[src/rtl/uart_pkg.sv]
// Shared types and constants for the UART datapath.
// Used by the TX engine today and the RX path later.
package uart_pkg;

    localparam int UART_DATA_BITS = 8;

    typedef enum logic [1:0] {
        IDLE,
        START,
        DATA,
        STOP
    } tx_state_t;

endpackage

[src/rtl/sync_fifo.sv]
// Single-clock FIFO with an explicit occupancy counter.
// Pushes while full and pops while empty are ignored.
module sync_fifo #(
    parameter int WIDTH = 8,
    parameter int DEPTH = 16
) (
    input  logic                     clk,
    input  logic                     rst,
    input  logic                     push,
    input  logic                     pop,
    input  logic [WIDTH-1:0]         din,
    output logic [WIDTH-1:0]         dout,
    output logic                     full,
    output logic                     empty,
    output logic [$clog2(DEPTH):0]   level
);

    localparam int AW = $clog2(DEPTH);

    logic [WIDTH-1:0] mem [DEPTH];
    logic [AW-1:0]    wr_ptr;
    logic [AW-1:0]    rd_ptr;
    logic [AW:0]      count;
    logic             do_push;
    logic             do_pop;

    // Acceptance is judged on registered flags, never on same-cycle activity.
    assign do_push = push && !full;
    assign do_pop  = pop && !empty;

    always_ff @(posedge clk) begin
        if (rst) begin
            wr_ptr <= '0;
            rd_ptr <= '0;
            count  <= '0;
        end else begin
            if (do_push) begin
                wr_ptr <= wr_ptr + 1'b1;
            end
            if (do_pop) begin
                rd_ptr <= rd_ptr + 1'b1;
            end
            case ({do_push, do_pop})
                2'b10:   count <= count + 1'b1;
                2'b01:   count <= count - 1'b1;
                default: count <= count;
            endcase
        end
    end

    always_ff @(posedge clk) begin
        if (!rst && do_push) begin
            mem[wr_ptr] <= din;
        end
    end

    assign dout  = mem[rd_ptr];
    assign full  = (count == (AW+1)'(DEPTH));
    assign empty = (count == '0);
    assign level = count;

endmodule

[src/rtl/uart_tx_engine.sv]
// 8N1 UART transmitter: byte FIFO feeding a shift-register FSM
// paced by an internal clock-enable baud counter.
module uart_tx_engine
    import uart_pkg::*;
#(
    parameter int DEPTH        = 16,
    parameter int CLKS_PER_BIT = 217,
    parameter int CNT_W        = $clog2(CLKS_PER_BIT)
) (
    input  logic                     clk,
    input  logic                     Rst,
    input  logic                     tx_wen,
    input  logic [7:0]               uart_din,
    input  logic                     ovflw_clr,
    output logic                     tx,
    output logic                     tx_full,
    output logic                     tx_empty,
    output logic                     tx_busy,
    output logic [$clog2(DEPTH):0]   tx_level,
    output logic                     tx_ovflw
);

    localparam int                 IW       = $clog2(UART_DATA_BITS);
    localparam logic [CNT_W-1:0]   CNT_LAST = CNT_W'(CLKS_PER_BIT - 1);
    localparam logic [IW-1:0]      BIT_LAST = IW'(UART_DATA_BITS - 1);

    tx_state_t                  state;
    logic [CNT_W-1:0]           cnt;
    logic [IW-1:0]              bit_idx;
    logic [UART_DATA_BITS-1:0]  shift;
    logic                       tx_r;
    logic                       busy_r;
    logic                       ovflw_r;
    logic                       baud_done;
    logic                       fifo_pop;
    logic [7:0]                 fifo_dout;

    sync_fifo #(
        .WIDTH (8),
        .DEPTH (DEPTH)
    ) u_fifo (
        .clk   (clk),
        .rst   (Rst),
        .push  (tx_wen),
        .pop   (fifo_pop),
        .din   (uart_din),
        .dout  (fifo_dout),
        .full  (tx_full),
        .empty (tx_empty),
        .level (tx_level)
    );

    assign baud_done = (cnt == CNT_LAST);

    // Pop when idle, or on the last stop-bit cycle to chain frames gap-free.
    always_comb begin
        fifo_pop = 1'b0;
        case (state)
            IDLE:    fifo_pop = !tx_empty;
            STOP:    fifo_pop = baud_done && !tx_empty;
            default: fifo_pop = 1'b0;
        endcase
    end

    always_ff @(posedge clk) begin
        if (Rst) begin
            state   <= IDLE;
            cnt     <= '0;
            bit_idx <= '0;
            shift   <= '0;
            tx_r    <= 1'b1;
            busy_r  <= 1'b0;
        end else begin
            case (state)
                IDLE: begin
                    tx_r <= 1'b1;
                    if (fifo_pop) begin
                        shift   <= fifo_dout;
                        cnt     <= '0;
                        bit_idx <= '0;
                        tx_r    <= 1'b0;
                        busy_r  <= 1'b1;
                        state   <= START;
                    end
                end
                START: begin
                    if (baud_done) begin
                        cnt   <= '0;
                        tx_r  <= shift[0];
                        state <= DATA;
                    end else begin
                        cnt <= cnt + 1'b1;
                    end
                end
                DATA: begin
                    if (baud_done) begin
                        cnt <= '0;
                        if (bit_idx == BIT_LAST) begin
                            tx_r  <= 1'b1;
                            state <= STOP;
                        end else begin
                            shift   <= shift >> 1;
                            tx_r    <= shift[1];
                            bit_idx <= bit_idx + 1'b1;
                        end
                    end else begin
                        cnt <= cnt + 1'b1;
                    end
                end
                STOP: begin
                    if (baud_done) begin
                        cnt <= '0;
                        if (fifo_pop) begin
                            shift   <= fifo_dout;
                            bit_idx <= '0;
                            tx_r    <= 1'b0;
                            state   <= START;
                        end else begin
                            busy_r <= 1'b0;
                            state  <= IDLE;
                        end
                    end else begin
                        cnt <= cnt + 1'b1;
                    end
                end
                default: begin
                    tx_r   <= 1'b1;
                    busy_r <= 1'b0;
                    cnt    <= '0;
                    state  <= IDLE;
                end
            endcase
        end
    end

    // Sticky overflow; a new overflow beats a simultaneous clear.
    always_ff @(posedge clk) begin
        if (Rst) begin
            ovflw_r <= 1'b0;
        end else if (tx_wen && tx_full) begin
            ovflw_r <= 1'b1;
        end else if (ovflw_clr) begin
            ovflw_r <= 1'b0;
        end
    end

    assign tx       = tx_r;
    assign tx_busy  = busy_r;
    assign tx_ovflw = ovflw_r;

endmodule
[config.mk]
export PLATFORM = sky130hd
export DESIGN_NAME = uart_tx_engine
export DESIGN_NICKNAME = d
export VERILOG_FILES = /design/src/rtl/uart_pkg.sv /design/src/rtl/sync_fifo.sv /design/src/rtl/uart_tx_engine.sv
export SDC_FILE = /design/constraint.sdc
export NUM_CORES = 1
export LEC_CHECK = 0
export BUFFER_PORTS_ARGS = -buffer_cell sky130_fd_sc_hd__buf_2
export CORE_ASPECT_RATIO = 1.25
export CORE_UTILIZATION = 45
export DETAILED_ROUTE_END_ITERATION = 7
export GPL_ROUTABILITY_DRIVEN = 1
export PLACE_DENSITY = 0.72
export SLEW_MARGIN = 20
export SYNTH_ARGS = -nofsm -noshare
export SYNTH_HDL_FRONTEND = slang
export SYNTH_SLANG_ARGS = --single-unit
[constraint.sdc]
create_clock -name clk -period 3.7 [get_ports clk]
set_clock_uncertainty 0.05 [all_clocks]
set_input_delay 0.925 -clock clk [delete_from_list [all_inputs] [get_ports clk]]
set_output_delay 0.925 -clock clk [all_outputs]
set_load 0.02 [all_outputs]
# == After elaboration in Yosys (flattened, before gate mapping) ==
# Memory sizes are Yosys's and may differ from the RTL's. A register that Yosys moved wholly into a read port is not among the register bits.
# Cells that the tools add are included.
# word_totals
reg_bits,37
ramBits,128
in_bits,12
out_inout_bits,10
elab_cells,91
memories,1
# memory_table
name,depth,word_bits,rd,rd_clocked_by_memory_dff,wr,line_no,rtl
u_fifo.mem,16,8,1,1,1,sync_fifo.sv:20,logic [WIDTH-1:0] mem [DEPTH];
# op_classes
addsub,6
n_eq_ne,16
mux,39
n_reduce_logical,19
# op_table
operator,n
$mux W8,6
$pmux W8 S3,1
$pmux W8 S2,1
$mux W1,14
$mux W3,4
$ne A2 B2 Y1 const B,6
$reduce_and A4 Y1,3
$mux W2,5
$pmux W5 S2,1
$pmux W3 S3,1
$add A4 B1 Y4 const B,2
$add A8 B1 Y8 const B,1
$eq A8 B8 Y1 const B,1
$mux W4,2
$pmux W2 S4,1
$eq A2 B2 Y1 const B,3
$reduce_bool A2 Y1,3
$add A5 B1 Y5 const B,1
$eq A5 B5 Y1 const B,1
$logic_and A1 B1 Y1,5
$logic_not A5 Y1,1
$reduce_and A5 Y1,1
$sub A5 B1 Y5 const B,1
$eq A2 B1 Y1 const B,2
other kinds (9),13

# == Longest topological paths before layout ==
# Gate-level depths: netlist (run 1).
# depth
ltp_word,7
depth_mapped,15
depth_no_buf,13

# == By module ==
# From an unflattened synthesis (run 1), not the netlist that was laid out.
# unflattened
cells_unflattened,479
area_unflattened_um2,7243.2
# by_module_without_submodules
module,n_inst,cells_per_inst,area_each_um2,seq_area_each_um2
sync_fifo,1,314,5781.8,4184.0
uart_tx_engine,1,165,1461.4,480.5

# == Least setup slack after synthesis (run 1) ==
# No wires, ideal clock.
# synth_timing
path_type,register to register
startpoint,register state[0]
endpoint,"register u_fifo.count[4], in the netlist u_fifo.level[4]"
setup_time_ps,128
arrival_time_ps,3036
required_time_ps,3522
slack_ps,486
path_stages_with_launch,15
path_buffers,2
synth_period_minus_slack_ps,3214
cell_sequence,dfxtp_1 inv_1 ha_1 a21o_1 buf_6 nor2_1 ha_1 clkbuf_1 xor2_1 ha_1 or4bb_1 a21oi_1 o21ai_0 xnor2_1 nor2_1
# synth_between
elab_chain_len,5
word_cells_on_any_way,8
cone_classes,3 x eq/ne; 2 x mux; 3 x reduce/logical
# synth_lines
element,line_no,rtl
from (decl),uart_tx_engine.sv:27,tx_state_t state;
from (signal assigned),uart_tx_engine.sv:67,state <= IDLE;
from (signal assigned),uart_tx_engine.sv:83,state <= START;
from (signal assigned),uart_tx_engine.sv:90,state <= DATA;
$eq A2 B2 Y1 or $logic_not A2 Y1 (tied branches),uart_tx_engine.sv:58,case (state)
$pmux W1 S2 *,uart_tx_engine.sv:58,
$logic_and A1 B1 Y1 *,sync_fifo.sv:29,assign do_pop = pop && !empty;
$eq A2 B1 Y1 or $eq A2 B2 Y1 (tied branches),sync_fifo.sv:43,"case ({do_push, do_pop})"
$pmux W5 S2 or $reduce_bool A2 Y1 (tied branches),n/a,
to (signal assigned),sync_fifo.sv:44,2'b10: count <= count + 1'b1;
to (signal assigned),sync_fifo.sv:45,2'b01: count <= count - 1'b1;
to (signal assigned),sync_fifo.sv:46,default: count <= count;
to (decl),sync_fifo.sv:23,logic [AW:0] count;
# Every way passes the cells marked *; elsewhere a longest branch is shown, timed or not.
# A chain may end at the register's enable or synchronous reset.

# == Worst setup path in the final report (run 1) ==
# Ends and elaborated chain as after synthesis.

==> impl_results.md, run 1 <==
- CP peak stage delay: 0.49 ns
- Largest net degree at the start of global routing: 38
- Area share of the largest cell type after synthesis: 53.2%
- Fmax: slightly above 300 MHz
- Xor/xnor cell area share of the yosys netlist: under 10%
- Worst EP arrival: between 3 and 4 ns
- Slew @ Worst Pin: 1.05 ns
- Initial drt markers: just over 300
- Peak supply drop: 0.347 mV
- Full die area: 16600 um2
- Area grow syn2layout: 11.8%
- CP cell instances: inv_1 > ha_1 > a21o_1 > nor2_1 > ha_1 > xor2_1 > ha_1 > or4bb_1 > a21oi_1 > o21ai_0 > xnor2_1 > nor2_1
- Clock tree buffer depth: 2
- Met1 Wirelength: 6.12 mm
- Slowest-stage cell, CP: or4bb_1
- Fin crit period: ~3.2 ns
- Combinational Power Share: 26.8%
- Placement Rows: 51
- CP required: 3.96 ns
- Core area: roughly 16000 um2
- Clock sinks: 169
- Hpwl dp: 9.82 mm
- I/O pin cnt: 22
- Count of hold buffers inserted by post-cts repair: 0
- Detailed-route DRC error count: 0
- DR pass1 iterations: 5
- Yosys warns: 0
- Crit path top cell by count: ha_1
- Register bit count reported by yosys: 169
- Final ANT Viol Nets: 0
- Worst setup SP type: flop
- Clock tree root buffer cell: clkbuf_16
- Top_reg_cell synth: edfxtp_1
- Hold WC Path Type: flop to flop
- Simple-gate share of the synthesized area: 8.11%
- Number of global-route vias before repair: 4262
- Setup_tns: 0 ns
- Syn Area/Cell: 14.2 um2
- Fraction of layout cells with a size suffix above 1: between 10% and 20%
- Clk pin slew, worst setup/hold paths: 0.06 ns
- Internal power: about 3.8 mW
- DIE HEIGHT: 144 um
- Sequential area share after synthesis: between 60% and 70%
- Area leader, netlist: edfxtp_1
- Unrepaired setup endpoints after global routing: false
- All-layer global routing usage: ~20%
- Hold Vio Cnt, Final: 0
- Dpl cell area: about 7500 um2
- Final wirelength: between 10 and 15 mm
- Pre-CTS WS: 0.429 ns
- Setup CP Type: flop to flop
- CTS tree: built
- Global-route wire length before repair: 23.4 mm
- Antenna Cells: 0
- Overall Power: approximately 5.6 mW
- Mapped cell area: 7220 um2
- CTS resizes: 0
- Initial Utilization: 46.2%
- Post-synth EDFFs: approximately 130
- Post-CTS Setup Bufs: 0
- Crit Path Max Fanout: 11
- Post-synth ARST share: 0%
- Slew headroom: between 30% and 40%
- NumNets Final: 558
- Vias: 4266
- NetSw: 1.79 mW
- Hold Startpoint: shift[7]
- Critical Path End Type: flop
- Outcome: completed
- Fin crit share: 87.7%
- Setup-failing EPs final: 0
- Compound-Gate Fraction of Synth Area: 8.93%
- Switching share of total power: 31.8%
- Post-route setup slack: ~0.45 ns
- Main combinational cell family by area after synthesis: multiplexers
- Share of power burned in the clock network: between 30% and 40%
- Pleak: 2.66 nW
- GPL Wtd Cong: around 0.85
- Mux share of post-synthesis cell area: 10.4%
- Max cap viols: 0
- Seq pwr share: 42.1%
- Post-Synth Adder-Cell Area: 3.12%
- Post-route cell area: 8070 um2
- Reg-to-Reg Start: state[0]
- Htree depth: 4
- Yosys cell types: around 60
- Critical Path Start: state[0]
- Wirelength per Cell: 19.9 um
- Num CTS Buffers: 17
- Synth area leaders: edfxtp_1 53%, dfxtp_1 11%, mux4_2 5.6%
- P per Cell Area: 696 nW/um2
- Post-synth net total: 539
- Util after Layout: approximately half
- Routed met2 length: 7.76 mm
- PortBufs: 21
- Synth Instances: between 500 and 600
- Met3 WL: 604 um
- Final count of pins violating max slew: 0
- Gr ovfl total: 0
- Drt via density: 5.67
- Skew-Pair Late Insertion Delay: about 0.43 ns
- Top routing layer used: met4
- Initial antenna violation count: 0
- Chip Width: 115 um
-- power by group through the flow --
| stage | Sequential, mW | Combinational, mW | Clock (mW) |
|---|---|---|---|
| 6_report | 2.36 | 1.51 | 1.75 |
| 5_1_grt | 2.39 | 1.66 | 1.85 |
| 4_1_cts | 2.37 | 1.51 | 1.77 |
| 3_5_place_dp | 2.41 | 1.50 | 0 |
| 3_3_place_gp | 2.39 | 1.45 | 0 |
| 2_1_floorplan | 2.31 | 1.22 | 0 |
-- cell usage after synthesis, types with 3 or more instances --
cell,count
mux4_2,18
o22ai_1,6
xnor2_1,10
a21oi_1,40
nor2b_1,6
edfxtp_1,128
o221ai_1,6
o21ai_0,8
inv_1,13
o2111ai_1,3
nor2_1,49
mux2i_1,21
ha_1,18
a31oi_1,6
mux2_2,12
nand2b_1,9
or3_1,3
dfxtp_1,41
and3_1,3
xor2_1,8
buf_2,9
a211oi_1,4
nand3_1,7
o31ai_1,5
nor3_1,5
clkbuf_1,10
nand2_1,15
o21a_1,6
buf_6,3
-- path summary, 6_finish.rpt --
path	to	slack, ns	cells after the start
hold reg to reg	shift[7]	0.41	2
setup reg to reg	u_fifo.level[4]	0.45	12
hold / removal	shift[7]	0.41	2
setup / recovery	u_fifo.level[4]	0.45	12
-- cells by family after synthesis --
logic type | count (synthesis)
xor gates and xnor gates | 18
AOI/OAI and AO/OA | 99
muxes | 51
DFF | 169
adders and majority gates | 18
and+or+nand+nor | 114
buffers and inverters | 40
-- metrics by stage --
stage          hold WS, ns  instances
6_report             0.414        753
5_1_grt              0.442        753
4_1_cts              0.414        753
3_5_place_dp         0.406        721
3_3_place_gp         0.402        721
2_1_floorplan        0.388        509
-- placed cells by master, fill, tap and decap left out, types with 3 or more instances in the layout --
cell type | netlist | final
nor2_1 | 49 | 49
o21ai_0 | 8 | 8
xnor2_1 | 10 | 10
nand3_1 | 7 | 7
ha_1 | 18 | 18
o21a_1 | 6 | 6
nand2b_1 | 9 | 9
buf_2 | 9 | 21
buf_4 | 2 | 5
mux4_2 | 18 | 18
o31ai_1 | 5 | 5
mux2i_1 | 21 | 21
o221ai_1 | 6 | 6
or3_1 | 3 | 3
o22ai_1 | 6 | 6
inv_6 | 0 | 3
inv_1 | 13 | 13
and3_1 | 3 | 3
nor3_1 | 5 | 5
dfxtp_1 | 41 | 39
nor2b_1 | 6 | 6
xor2_1 | 8 | 8
clkbuf_16 | 0 | 17
nand2_1 | 15 | 15
clkbuf_1 | 10 | 3
a21oi_1 | 40 | 40
a31oi_1 | 6 | 6
mux2_2 | 12 | 12
o2111ai_1 | 3 | 3
clkinvlp_4 | 0 | 3
a211oi_1 | 4 | 4
edfxtp_1 | 128 | 128
-- critical path: cells and delay by family, from the launching register on --
family / cells / cell delay [ns]
AOI/OAI and AO/OA: 3 / 0.55
buffers and inverters: 1 / 0.12
adders and majority gates: 3 / 0.93
xor gates and xnor gates: 2 / 0.35
and+or+nand+nor: 3 / 0.73
DFF: 1 / 0.40
-- flip-flops by register name, indices dropped and copies added (netlist names), named ones only --
| signal | count |
|---|---|
| tx_busy | 1 |
| u_fifo.mem | 128 |
| tx_ovflw | 1 |
| bit_idx | 3 |
| state | 2 |
| u_fifo.rd_ptr | 4 |
| shift | 8 |
| u_fifo.wr_ptr | 4 |
| u_fifo.level | 5 |
| cnt | 8 |
| tx | 1 |
-- area by class of cell --
type                    count  area [um2]
inverters                  14        52.6
well taps                 212         265
flip-flops and latches    169        4670
multi-input cells         300        2360
clock buffers              20         437
repair buffers             26         143
clock inverters            12         141
fillers                  1312        7560
-- metal layers --
metal  vias up  global-route usage (%)
li1       1974                       -
met1      2141                    23.3
met2       119                    34.1
met3        32                    4.18
met4         0                    9.09
met5         -                       0
(Power assumes the default switching activity.)
==> inputs of run 2 (changes only) <==
PLACE_DENSITY = unset   (was 0.72)
clock period = 3.1 ns   (was 3.7 ns; I/O delays follow)
==> run 2 against run 1 <==
Global-route usage down 0.18 points. Sequential power is 18% higher. Sequential share of layout area shrank 1.4 points. Critical endpoint unchanged.
==> impl_results.md, run 2 (synthesis gave the netlist of run 1 again) <==
- Setup CP Type: flop to flop (unchanged)
- GPL Wtd Cong: 0.835 (was 0.851)
- Fraction of layout cells with a size suffix above 1: 22.4% (was 17.6%)
- CP required: 3.36 ns (was 3.96 ns)
- Final ANT Viol Nets: 0 (unchanged)
- Slew @ Worst Pin: 0.903 ns (was 1.05 ns)
- Slowest-stage cell, CP: or4bb_1 (unchanged)
- Clock sinks: 169 (unchanged)
- Initial drt markers: 257 (was 310)
- Crit path top cell by count: ha_1 (unchanged)
- NetSw: 2.22 mW (was 1.79 mW)
- Chip Width: 115 um (unchanged)
- Initial Utilization: 46.2% (unchanged)
- Share of power burned in the clock network: 30.2% (was 31.1%)
- Hold Vio Cnt, Final: 0 (unchanged)
- Gr ovfl total: 0 (unchanged)
- Util after Layout: 52.9% (was 51.6%)
- Biggest register: u_fifo.mem (unchanged)
- Crit Path Max Fanout: 5 (was 11)
- Most common cell after layout, fill and taps aside: edfxtp_1 (unchanged)
- Outcome: completed (unchanged)
- Setup-failing EPs final: 0 (unchanged)
- Worst setup SP type: flop (unchanged)
- Skew-Pair Late Insertion Delay: 0.43 ns (about the same)
- Critical Path Start: state[0] (unchanged)
- Fin crit share: 92.3% (was 87.7%)
- Global-route wire length before repair: 23.0 mm (was 23.4 mm)
- Peak supply drop: 0.404 mV (was 0.347 mV)
- Clk pin slew, worst setup/hold paths: 0.07 ns (was 0.06 ns)
- Hold Path End: shift[7] (unchanged)
- Hold Startpoint: shift[7] (unchanged)
- NumNets Final: 583 (was 558)
- Overall Power: 6.74 mW (was 5.62 mW)
- Number of global-route vias before repair: 4291 (was 4262)
- Clock tree root buffer cell: clkbuf_16 (unchanged)
- Final count of pins violating max slew: 0 (unchanged)
- Initial antenna violation count: 0 (unchanged)
- P per Cell Area: 815 nW/um2 (was 696 nW/um2)
- DIE HEIGHT: 144 um (unchanged)
- Largest net degree at the start of global routing: 29 (was 38)
- Count of hold buffers inserted by post-cts repair: 0 (unchanged)
- Final wirelength: 14.6 mm (was 15.0 mm)
- Vias: 4220 (was 4266)
- Max FFs per register: 128 (unchanged)
- Largest regs: u_fifo.mem: 128 flops, cnt: 8 flops, shift: 8 flops (unchanged)
- Most frequent cells in the layout: 128 x edfxtp_1, 48 x nor2_1, 40 x a21oi_1 (was 128 x edfxtp_1, 49 x nor2_1, 40 x a21oi_1)
- Final std cells w/o fill: 778 (was 753)
- Detailed-route DRC error count: 0 (unchanged)
- Worst flop-to-flop path endpoint: u_fifo.level[4] (unchanged)
- Hpwl dp: 9.85 mm (was 9.82 mm)
- Internal power: 4.52 mW (was 3.83 mW)
- Placement Rows: 51 (unchanged)
- Number of instances in the placed design: 746 (was 721)
- Switching share of total power: 33.0% (was 31.8%)
- Area grow syn2layout: 14.6% (was 11.8%)
- Reg-to-Reg Start: state[0] (unchanged)
- I/O pin cnt: 22 (unchanged)
- Worst EP arrival: 3.12 ns (was 3.51 ns)
- Wirelength per Cell: 18.8 um (was 19.9 um)
- Max cap viols: 0 (unchanged)
- Hold WC Path Type: flop to flop (unchanged)
- Num CTS Buffers: 17 (unchanged)
- Antenna Cells: 0 (unchanged)
- Unrepaired setup endpoints after global routing: false (unchanged)
- DR pass1 iterations: 4 (was 5)
- Setup_tns: 0 ns (unchanged)
- CP cell instances: inv_1 > ha_1 > a21o_1 > nor2_2 > ha_1 > xor2_1 > ha_1 > or4bb_1 > a21oi_1 > o21ai_0 > xnor2_1 > nor2_1 (was inv_1 > ha_1 > a21o_1 > nor2_1 > ha_1 > xor2_1 > ha_1 > or4bb_1 > a21oi_1 > o21ai_0 > xnor2_1 > nor2_1)
- Critical Path End Type: flop (unchanged)
- PortBufs: 21 (unchanged)
- CTS tree: built (unchanged)
- CP peak stage delay: 0.48 ns (was 0.49 ns)
- Fmax: 349 MHz (was 308 MHz)
- Seq pwr share: 41.4% (was 42.1%)
- Worst hold path cell count: 2 (unchanged)
- Core area: 15600 um2 (unchanged)
- R2R depth: 12 (unchanged)
- Drt via density: 5.42 (was 5.67)
- FF-to-FF setup slack: 0.24 ns (was 0.45 ns)
- Fin crit period: 2.86 ns (was 3.25 ns)
- Htree depth: 4 (unchanged)
- Full die area: 16600 um2 (unchanged)
- All-layer global routing usage: 19.5% (was 19.7%)
- Combinational Power Share: 28.4% (was 26.8%)
- Clock tree buffer depth: 2 (unchanged)
- Pleak: 2.79 nW (was 2.66 nW)
- Slew headroom: 39.8% (was 30.1%)
==> run 2: changes by cell type in the layout (fill, tap and decap cells not counted), sizes merged <==
cell / change
clkinv: -1
clkinvlp: +1
buf: +25
bufinv: -2
inv: +5
clkbuf: -3
==> run 2: repair_timing <==
action,CTS,global route
buffers inserted,0,0
resized for setup,0,3
setup endpoints to repair,0,1
hold endpoints to repair,0,0
==> run 2: per-layer routing <==
metal	share of wire (%)	track usage, %	vias up
met5	0	0	-
met4	1.2	6.02	0
met3	3.0	4.98	10
met2	52	33.9	71
met1	44	23.6	2114
li1	-	-	2025
==> run 2: worst max-delay path by stage <==
stage,to,slack [ns]
after CTS,u_fifo.level[4],0.11
after detailed placement,u_fifo.level[4],0.13
final,u_fifo.level[4],0.24
after global routing,u_fifo.level[4],0.009
after floorplan,u_fifo.level[4],0.06
after global placement,u_fifo.level[4],0.18
==> run 2: power groups by stage <==
stage                     clock, mW  sequential, mW  combinational, mW
after floorplan                   0            2.76               1.47
after CTS                      2.07            2.79               1.91
after detailed placement          0            2.84               1.91
after global routing           2.16            2.82               2.12
final                          2.04            2.79               1.91
after global placement            0            2.83               1.88
==> run 2: through the flow <==
step	worst slack [ns]	instance area, um2	hold slack, ns
global route	0.00949	8270	0.452
detailed placement	0.131	7680	0.410
finish	0.238	8270	0.421
CTS	0.113	8260	0.421
global placement	0.176	7680	0.404
floorplan	0.0623	7220	0.388
==> run 2: final cells by class <==
class	count	area (um2)
Timing Repair Buffer	51	330
Clock buffer	17	425
Tap cell	212	265
Fill cell	1318	7360
Clock inverter	15	149
Sequential cell	169	4670
Multi-Input combinational cell	300	2380
Inverter	14	52.6
==> run 2: worst max-delay path, delay by kind of cell (launching register included) <==
kind | cells | cell delay [ns]
DFF | 1 | 0.41
adders and majority gates | 3 | 0.77
buffers and inverters | 1 | 0.12
xor gates and xnor gates | 2 | 0.29
AOI/OAI and AO/OA | 3 | 0.44
and+or+nand+nor | 3 | 0.66
